File: src/rtl/reservation_station.sv
// Reservation station: holds up to ENTRIES issued operations, tracks operand
// readiness through result broadcasts, and hands the lowest-index ready line
// to the functional unit. A line stays allocated until its own result is
// broadcast, so nothing in flight is lost.
module reservation_station #(
   parameter int ENTRIES = 8
) (
   input  logic        clock,
   input  logic        reset,
   input  logic        issue_valid,
   input  logic [3:0]  issue_op,
   input  logic [3:0]  issue_rd,
   input  logic [15:0] issue_vj,
   input  logic [2:0]  issue_qj,
   input  logic        issue_wj,
   input  logic [15:0] issue_vk,
   input  logic [2:0]  issue_qk,
   input  logic        issue_wk,
   output logic        issue_ready,
   output logic [2:0]  issue_tag,
   input  logic        cdb_done,
   input  logic [22:0] cdb_solution,
   input  logic        fu_request,
   output logic        run,
   output logic [42:0] instruction,
   output logic [3:0]  count,
   output logic        full
);

   typedef enum logic [1:0] {
      ST_FREE  = 2'd0,
      ST_WAIT  = 2'd1,
      ST_READY = 2'd2,
      ST_EXEC  = 2'd3
   } line_state_t;

   // Idle pattern: opcode 1111 so an idle slot can never be mistaken for ADD.
   localparam logic [42:0] NOP_INSTR = {3'b000, 4'b1111, 4'b0000, 32'h0000_0000};

   line_state_t state_r [ENTRIES];
   line_state_t state_s [ENTRIES];
   logic [3:0]  op_r    [ENTRIES];
   logic [3:0]  op_s    [ENTRIES];
   logic [3:0]  rd_r    [ENTRIES];
   logic [3:0]  rd_s    [ENTRIES];
   logic [15:0] vj_r    [ENTRIES];
   logic [15:0] vj_s    [ENTRIES];
   logic [15:0] vk_r    [ENTRIES];
   logic [15:0] vk_s    [ENTRIES];
   logic [2:0]  qj_r    [ENTRIES];
   logic [2:0]  qj_s    [ENTRIES];
   logic [2:0]  qk_r    [ENTRIES];
   logic [2:0]  qk_s    [ENTRIES];
   logic        wj_r    [ENTRIES];
   logic        wj_s    [ENTRIES];
   logic        wk_r    [ENTRIES];
   logic        wk_s    [ENTRIES];

   logic [3:0]  count_r;
   logic        run_r;
   logic [42:0] instruction_r;

   logic        alloc_found_s;
   logic [2:0]  alloc_tag_s;
   logic        disp_found_s;
   logic [2:0]  disp_tag_s;
   logic [42:0] disp_word_s;
   logic        retire_s;
   logic        full_s;
   logic        issue_accept_s;
   logic        dispatch_s;
   logic        issue_wait_j_s;
   logic        issue_wait_k_s;
   logic [2:0]  cdb_tag_s;
   logic [15:0] cdb_value_s;

   assign cdb_tag_s      = cdb_solution[18:16];
   assign cdb_value_s    = cdb_solution[15:0];
   assign full_s         = (count_r == 4'(ENTRIES));
   assign issue_accept_s = issue_valid && !full_s && alloc_found_s && (issue_op <= 4'd3);
   assign dispatch_s     = fu_request && disp_found_s;
   // A pending operand whose producer is broadcasting right now is taken as valid.
   assign issue_wait_j_s = issue_wj && !(cdb_done && (cdb_tag_s == issue_qj));
   assign issue_wait_k_s = issue_wk && !(cdb_done && (cdb_tag_s == issue_qk));

   assign issue_ready = !full_s;
   assign issue_tag   = alloc_tag_s;
   assign count       = count_r;
   assign full        = full_s;
   assign run         = run_r;
   assign instruction = instruction_r;

   // Priority scans over cycle-start state: lowest free line, lowest ready line, retire hit.
   always_comb begin
      alloc_found_s = 1'b0;
      alloc_tag_s   = 3'd0;
      disp_found_s  = 1'b0;
      disp_tag_s    = 3'd0;
      disp_word_s   = NOP_INSTR;
      retire_s      = 1'b0;
      for (int i = ENTRIES - 1; i >= 0; i--) begin
         if (state_r[i] == ST_FREE) begin
            alloc_found_s = 1'b1;
            alloc_tag_s   = 3'(i);
         end else begin
            alloc_found_s = alloc_found_s;
         end
         if (state_r[i] == ST_READY) begin
            disp_found_s = 1'b1;
            disp_tag_s   = 3'(i);
            disp_word_s  = {3'(i), op_r[i], rd_r[i], vj_r[i], vk_r[i]};
         end else begin
            disp_found_s = disp_found_s;
         end
         if (cdb_done && (state_r[i] == ST_EXEC) && (cdb_tag_s == 3'(i))) begin
            retire_s = 1'b1;
         end else begin
            retire_s = retire_s;
         end
      end
   end

   // Per-line next state: allocate, wake up on broadcast, dispatch, retire.
   always_comb begin
      for (int i = 0; i < ENTRIES; i++) begin
         state_s[i] = state_r[i];
         op_s[i]    = op_r[i];
         rd_s[i]    = rd_r[i];
         vj_s[i]    = vj_r[i];
         vk_s[i]    = vk_r[i];
         qj_s[i]    = qj_r[i];
         qk_s[i]    = qk_r[i];
         wj_s[i]    = wj_r[i];
         wk_s[i]    = wk_r[i];
         case (state_r[i])
            ST_FREE: begin
               if (issue_accept_s && (alloc_tag_s == 3'(i))) begin
                  op_s[i]    = issue_op;
                  rd_s[i]    = issue_rd;
                  qj_s[i]    = issue_qj;
                  qk_s[i]    = issue_qk;
                  wj_s[i]    = issue_wait_j_s;
                  wk_s[i]    = issue_wait_k_s;
                  vj_s[i]    = issue_wj ? cdb_value_s : issue_vj;
                  vk_s[i]    = issue_wk ? cdb_value_s : issue_vk;
                  state_s[i] = (issue_wait_j_s || issue_wait_k_s) ? ST_WAIT : ST_READY;
               end else begin
                  state_s[i] = ST_FREE;
               end
            end
            ST_WAIT: begin
               if (cdb_done && wj_r[i] && (qj_r[i] == cdb_tag_s)) begin
                  vj_s[i] = cdb_value_s;
                  wj_s[i] = 1'b0;
               end else begin
                  wj_s[i] = wj_r[i];
               end
               if (cdb_done && wk_r[i] && (qk_r[i] == cdb_tag_s)) begin
                  vk_s[i] = cdb_value_s;
                  wk_s[i] = 1'b0;
               end else begin
                  wk_s[i] = wk_r[i];
               end
               if (!wj_s[i] && !wk_s[i]) begin
                  state_s[i] = ST_READY;
               end else begin
                  state_s[i] = ST_WAIT;
               end
            end
            ST_READY: begin
               if (dispatch_s && (disp_tag_s == 3'(i))) begin
                  state_s[i] = ST_EXEC;
               end else begin
                  state_s[i] = ST_READY;
               end
            end
            ST_EXEC: begin
               if (cdb_done && (cdb_tag_s == 3'(i))) begin
                  state_s[i] = ST_FREE;
               end else begin
                  state_s[i] = ST_EXEC;
               end
            end
            default: begin
               state_s[i] = ST_FREE;
            end
         endcase
      end
   end

   // Line storage registers; reset discards every pending and in-flight line.
   always_ff @(posedge clock or posedge reset) begin
      if (reset) begin
         for (int i = 0; i < ENTRIES; i++) begin
            state_r[i] <= ST_FREE;
            op_r[i]    <= 4'd0;
            rd_r[i]    <= 4'd0;
            vj_r[i]    <= 16'd0;
            vk_r[i]    <= 16'd0;
            qj_r[i]    <= 3'd0;
            qk_r[i]    <= 3'd0;
            wj_r[i]    <= 1'b0;
            wk_r[i]    <= 1'b0;
         end
      end else begin
         for (int i = 0; i < ENTRIES; i++) begin
            state_r[i] <= state_s[i];
            op_r[i]    <= op_s[i];
            rd_r[i]    <= rd_s[i];
            vj_r[i]    <= vj_s[i];
            vk_r[i]    <= vk_s[i];
            qj_r[i]    <= qj_s[i];
            qk_r[i]    <= qk_s[i];
            wj_r[i]    <= wj_s[i];
            wk_r[i]    <= wk_s[i];
         end
      end
   end

   // Occupancy counter: accepted issue adds one, retiring broadcast removes one.
   always_ff @(posedge clock or posedge reset) begin
      if (reset) begin
         count_r <= 4'd0;
      end else begin
         count_r <= count_r + 4'(issue_accept_s) - 4'(retire_s);
      end
   end

   // Functional-unit side: run held high out of reset, instruction or NOP each cycle.
   always_ff @(posedge clock or posedge reset) begin
      if (reset) begin
         run_r         <= 1'b0;
         instruction_r <= NOP_INSTR;
      end else begin
         run_r <= 1'b1;
         if (dispatch_s) begin
            instruction_r <= disp_word_s;
         end else begin
            instruction_r <= NOP_INSTR;
         end
      end
   end

endmodule

File: config.mk
export PLATFORM = sky130hd
export DESIGN_NAME = reservation_station
export DESIGN_NICKNAME = d
export VERILOG_FILES = /design/src/rtl/reservation_station.sv
export SDC_FILE = /design/constraint.sdc
export NUM_CORES = 1
export LEC_CHECK = 0
export BUFFER_PORTS_ARGS = -buffer_cell sky130_fd_sc_hd__buf_2
export CAP_MARGIN = 20
export CORE_UTILIZATION = 40
export CTS_BUF_LIST = sky130_fd_sc_hd__clkbuf_4 sky130_fd_sc_hd__clkbuf_8
export CTS_CLUSTER_DIAMETER = 200
export CTS_CLUSTER_SIZE = 12
export DETAILED_ROUTE_END_ITERATION = 6
export SYNTH_ARGS = -nofsm -noshare
export SYNTH_HDL_FRONTEND = slang
export SYNTH_SLANG_ARGS = --single-unit
export TNS_END_PERCENT = 10
File: constraint.sdc
create_clock -name clock -period 29.4 [get_ports clock]
set_clock_uncertainty 0.15 [all_clocks]
set_input_delay 2.94 -clock clock [delete_from_list [all_inputs] [get_ports clock]]
set_output_delay 2.94 -clock clock [all_outputs]
set_load 0.005 [all_outputs]
# Word level (Yosys, flattened, before mapping)
# Index checks and enable logic that the tools add are counted.
[word_totals]
input_bits = 76
reg_bits = 448
wordCells = 529
[classes]
reduce_logical = 159
n_eq_ne = 88
mux = 204
order_cmp = 1
add_sub_neg = 2
[op_table]
columns = ["op", "count"]
rows = [
  ["16-bit 2-to-1 mux", 34],
  ["16-bit one-hot mux with 2 select lines", 16],
  ["43-bit 2-to-1 mux", 9],
  ["1-bit logical AND", 88],
  ["1-bit 2-to-1 mux", 80],
  ["2-bit one-hot mux with 4 select lines", 8],
  ["3-bit equality test", 18],
  ["2-bit 2-to-1 mux", 25],
  ["3-bit 2-to-1 mux", 16],
  ["3-bit AND reduction", 16],
  ["3-bit equality test (second input constant)", 12],
  ["2-bit equality test (second input constant)", 16],
  ["2-bit != test (second input constant)", 16],
  ["1-bit one-hot mux with 2 select lines", 16],
  ["2-bit AND reduction", 16],
  ["1-bit logical NOT", 19],
  ["3-bit by 2-bit equality test with 1-bit output (second input constant)", 6],
  ["2-bit by 1-bit equality test with 1-bit output (second input constant)", 8],
  ["2-bit logical NOT", 8],
  ["2-bit by 1-bit != test with 1-bit output (second input constant)", 8],
  ["2-bit nonzero test", 8],
  ["3-bit by 1-bit equality test with 1-bit output (second input constant)", 3],
  ["3-bit logical NOT", 3],
  ["4-bit by 1-bit adder with 4-bit output", 1],
  ["other kinds (4)", 4],
]

# Logic depth before layout (Yosys ltp)
[logic_depth]
ltp_word = 14
depth_mapped = 14
ltp_nobuf = 11

# Least setup slack after synthesis
# Ideal clock, no wire load.
[synth_timing]
kind = "in2reg"
from = "input cdb_done"
to = "register count_r[2], in the netlist count[2]"
path_buffers = 3
setup_slack_ns = 23.733
path_stages = 14
required_ns = 29.127
arrival_ns = 5.394
path_cell_list = "buf_2 buf_1 and2_1 clkbuf_1 nand4_1 inv_1 or3_1 a221o_1 ha_1 inv_1 ha_1 inv_1 fa_1 xnor2_1"
[synth_between]
elab_chain_cells = 11
[synth_rtl]
columns = ["item", "line", "rtl"]
rows = [
  ["from (decl)", "21", "input logic cdb_done,"],
  ["1-bit logical AND (2 in series)", "115", "if (cdb_done && (state_r[i] == ST_EXEC) && (cdb_tag_s == 3'(i))) begin"],
  ["1-bit 2-to-1 mux (7 in series)", "115", ""],
  ["1-bit 2-to-1 mux *", "115", ""],
  ["4-bit by 1-bit subtractor with 4-bit output *", "225", "count_r <= count_r + 4'(issue_accept_s) - 4'(retire_s);"],
  ["to (signal assigned)", "225", ""],
  ["to (decl)", "59", "logic [3:0] count_r;"],
]
# Every way passes the cells marked *; elsewhere a longest branch is shown, timed or not.
# A chain may end at the register's enable or synchronous reset.

# Worst setup path in the final report
[layout_timing]
from = "register state_r[1] (netlist bit)"
to = "output issue_tag[0]"
[layout_between]
elab_chain_cells = 9
[layout_rtl]
columns = ["item", "line", "rtl"]
rows = [
  ["from (decl)", "40", "line_state_t state_r [ENTRIES];"],
  ["from (signal, indexed assignment)", "207", "state_r[i] <= state_s[i];"],
  ["2-bit logical NOT", "102", "if (state_r[i] == ST_FREE) begin"],
  ["3-bit 2-to-1 mux (8 in series)", "102", ""],
  ["to (decl)", "20", "output logic [2:0] issue_tag,"],
]
# No other way between the ends.

==> flow_summary.toml <==
[grt]
grt_use_met3_pct = 6.58
track_usage_pct = 27.9
grt_util_met1_pct = 37.5
top_usage_layer = "met2"
grt_overflow_total = 0
grt_pass1_wl_mm = 128
use_met2_pct = 43.5
grt_max_degree = 122
antenna_found_initial = 10
grt_pass1_vias = 20100

[cells_and_area]
syn_to_final_growth_pct = 7.71
final_area_um2 = 26100
nets = 2573
drive_gt1_share_pct = 21.4

[synth]
yosysTopAreaCell = "dfrtp_1"
yosys.cell_types.count = 81
netlist_instances = 2497
syn_area_per_cell_um2 = 9.71
syn_nets = 2579
ys_async_sr_fraction_pct = 100
ys.flop_type = "dfrtp_1"
ys_warn_count = 0
synth_edf_count = 0
synth.area.top_cells = "dfrtp_1 (46%), mux2_2 (11%), a21oi_1 (5.5%)"
synth_seq_area_share_pct = 46.3
syn_area_um2 = 24200
ys_ff_latch = 448
yosysMostFrequentCell = "dfrtp_1"
yosys-top-cells-count = "dfrtp_1 (444), nand2_1 (293), a21oi_1 (266)"
synth_top_area_share_pct = 45.8

[drt]
via_per_inst = 6.27
routedWlPerCell_um = 26.3
vias = 20600
dr.pass1.iters = 6
routed_wl_mm = 86.4
drc = 0
drtIter0Drc = 2154
ant_nets = 0

[floorplanning]
num_rows = 89
io_pins = 129
initial_core_util_pct = 40.8
die_h_um = 248
core_area_um2 = 59500
die_area_um2 = 61600
dieWidth_um = 248

[setup_path]
ff2ff_setup_slack_ps = 25200
cp_max_fo = 43
r2r-start = "state_r[10]$_DFF_PP0_"
worstRegToRegCells = 8
crit_path_start_kind = "flop"
crit_arrival_ps = 2760
startpoint = "state_r[1]$_DFF_PP0_"
critPathKind = "flop to output pin"
worstSetupEndpoint = "issue_tag[0]"
critPathCaptureType = "output pin"
r2r_end = "instruction[27]$_DFF_PP0_"
critical_path_required_ps = 26310

[outcome]
outcome = "complete, no violations"

[power]
power.density_nw_per_um2 = 99.8
fin_total_pwr_mw = 2.61
p_leak_nw = 11.8
vdd_ir_drop_max_mv = 0.0582

[clock_tree]
cts_setup_buffers = 0
cts_made_buffers = 43
root_buffer = "clkbuf_8"
clock_sinks = 448
htreeDepth = 2
clk-insertion-delay-late_ps = 690
clock_path_buffers = 3
cts_tree = "yes"
clkTransAtPathRegs_ps = 100
ctsResizeCount = 0
hold_buffers = 0

[sta]
tightest_slew_ps = 1100
drv_slew = 0
slew_headroom_pct = 25.9
fin_tns_setup_ps = 0
setup_viol = 0
fmax_ghz = 0.171
period_minus_slack_ps = 5850
period_share_pct = 19.9
hold_viol = 0
rsz0062_at_grt = "no"

[run]
maxCapViolCount = 0

[worst_hold_path]
hold_start = "rd_r[26]$_DFFE_PP0P_"
hp-class = "flop to flop"

[placement]
dp_hpwl_mm = 52.2
io_buffer_count = 124
placed_cell_area_um2 = 25300
gp_congestion = 0.906
==> layout make-up <==
| class | count | area (um2) |
|---|---|---|
| flip-flops and latches | 448 | 11200 |
| inverters | 44 | 173 |
| diodes | 7 | 17.5 |
| fillers | 5736 | 33400 |
| multi-input cells | 1779 | 12000 |
| clock inverters | 3 | 25.0 |
| clock buffers | 53 | 673 |
| repair buffers | 175 | 1040 |
| well taps | 773 | 967 |
==> logic make-up (layout without fill, tap and decap cells) <==
group	after synthesis	in the layout	share of synthesized area, %
adder cells (fa/ha/maj)	6	6	0.341
AND/OR/NAND/NOR	654	654	12.0
buffers and inverters	270	275	4.87
XOR/XNOR	56	56	2.02
flip-flops	448	448	46.3
AO/OA/AOI/OAI	761	761	20.6
multiplexers	301	301	13.9
other	1	8	0.0155
==> critical path, stage by stage, from the launching register on <==
cell and delay (ps):
dfrtp_2 880, o31ai_1 270, a21oi_1 570, nor2_1 190
buf_2 180
==> stage by stage <==
stage,setup slack (ps),utilization [%],cells,hold WS (ps)
final,23550,43.9,3282,324
after global routing,23450,43.9,3280,335
after CTS,23570,43.8,3272,327
after detailed placement,23020,42.6,3216,305
after global placement,23110,42.6,3216,308
after floorplan,13830,-,2497,287
==> layer usage <==
metal,vias to the layer above,routed length [um]
met3,190,7350
li1,8956,-
met5,-,34
met2,973,39200
met1,10400,36700
met4,6,3100
==> state kept, by name (all words and copies together), names as in the netlist <==
name / count
vj_r: 128
vk_r: 128
instruction: 43
op_r: 32
rd_r: 32
qj_r: 24
qk_r: 24
state_r: 16
wj_r: 8
wk_r: 8
count: 4
run: 1
==> worst min-delay path by stage <==
stage,end,cells past startpoint
floorplan,rd_r[24]$_DFFE_PP0P_,2
global placement,rd_r[24]$_DFFE_PP0P_,2
detailed placement,rd_r[24]$_DFFE_PP0P_,2
CTS,rd_r[26]$_DFFE_PP0P_,2
global route,rd_r[24]$_DFFE_PP0P_,2
finish,rd_r[26]$_DFFE_PP0P_,2
==> power by group <==
part | internal (mW) | switching (mW) | leakage, nW
combinational | 0.453 | 0.739 | 5.80
sequential | 0.863 | 0.173 | 5.62
clock | 0.148 | 0.230 | 0.367
total | 1.46 | 1.14 | 11.8
==> cell usage in the layout (no fill, tap or decap), types with 42 or more instances in the layout <==
| cell | instances |
|---|---|
| inv_1 | 42 |
| nand2_1 | 291 |
| xor2_1 | 45 |
| dfrtp_1 | 443 |
| buf_4 | 48 |
| o221ai_1 | 49 |
| mux2_2 | 233 |
| mux2i_1 | 52 |
| clkbuf_8 | 44 |
| nor2_1 | 203 |
| buf_2 | 124 |
| o21ai_0 | 168 |
| a21oi_1 | 264 |
No activity file was read; power rests on OpenSTA's default activity.
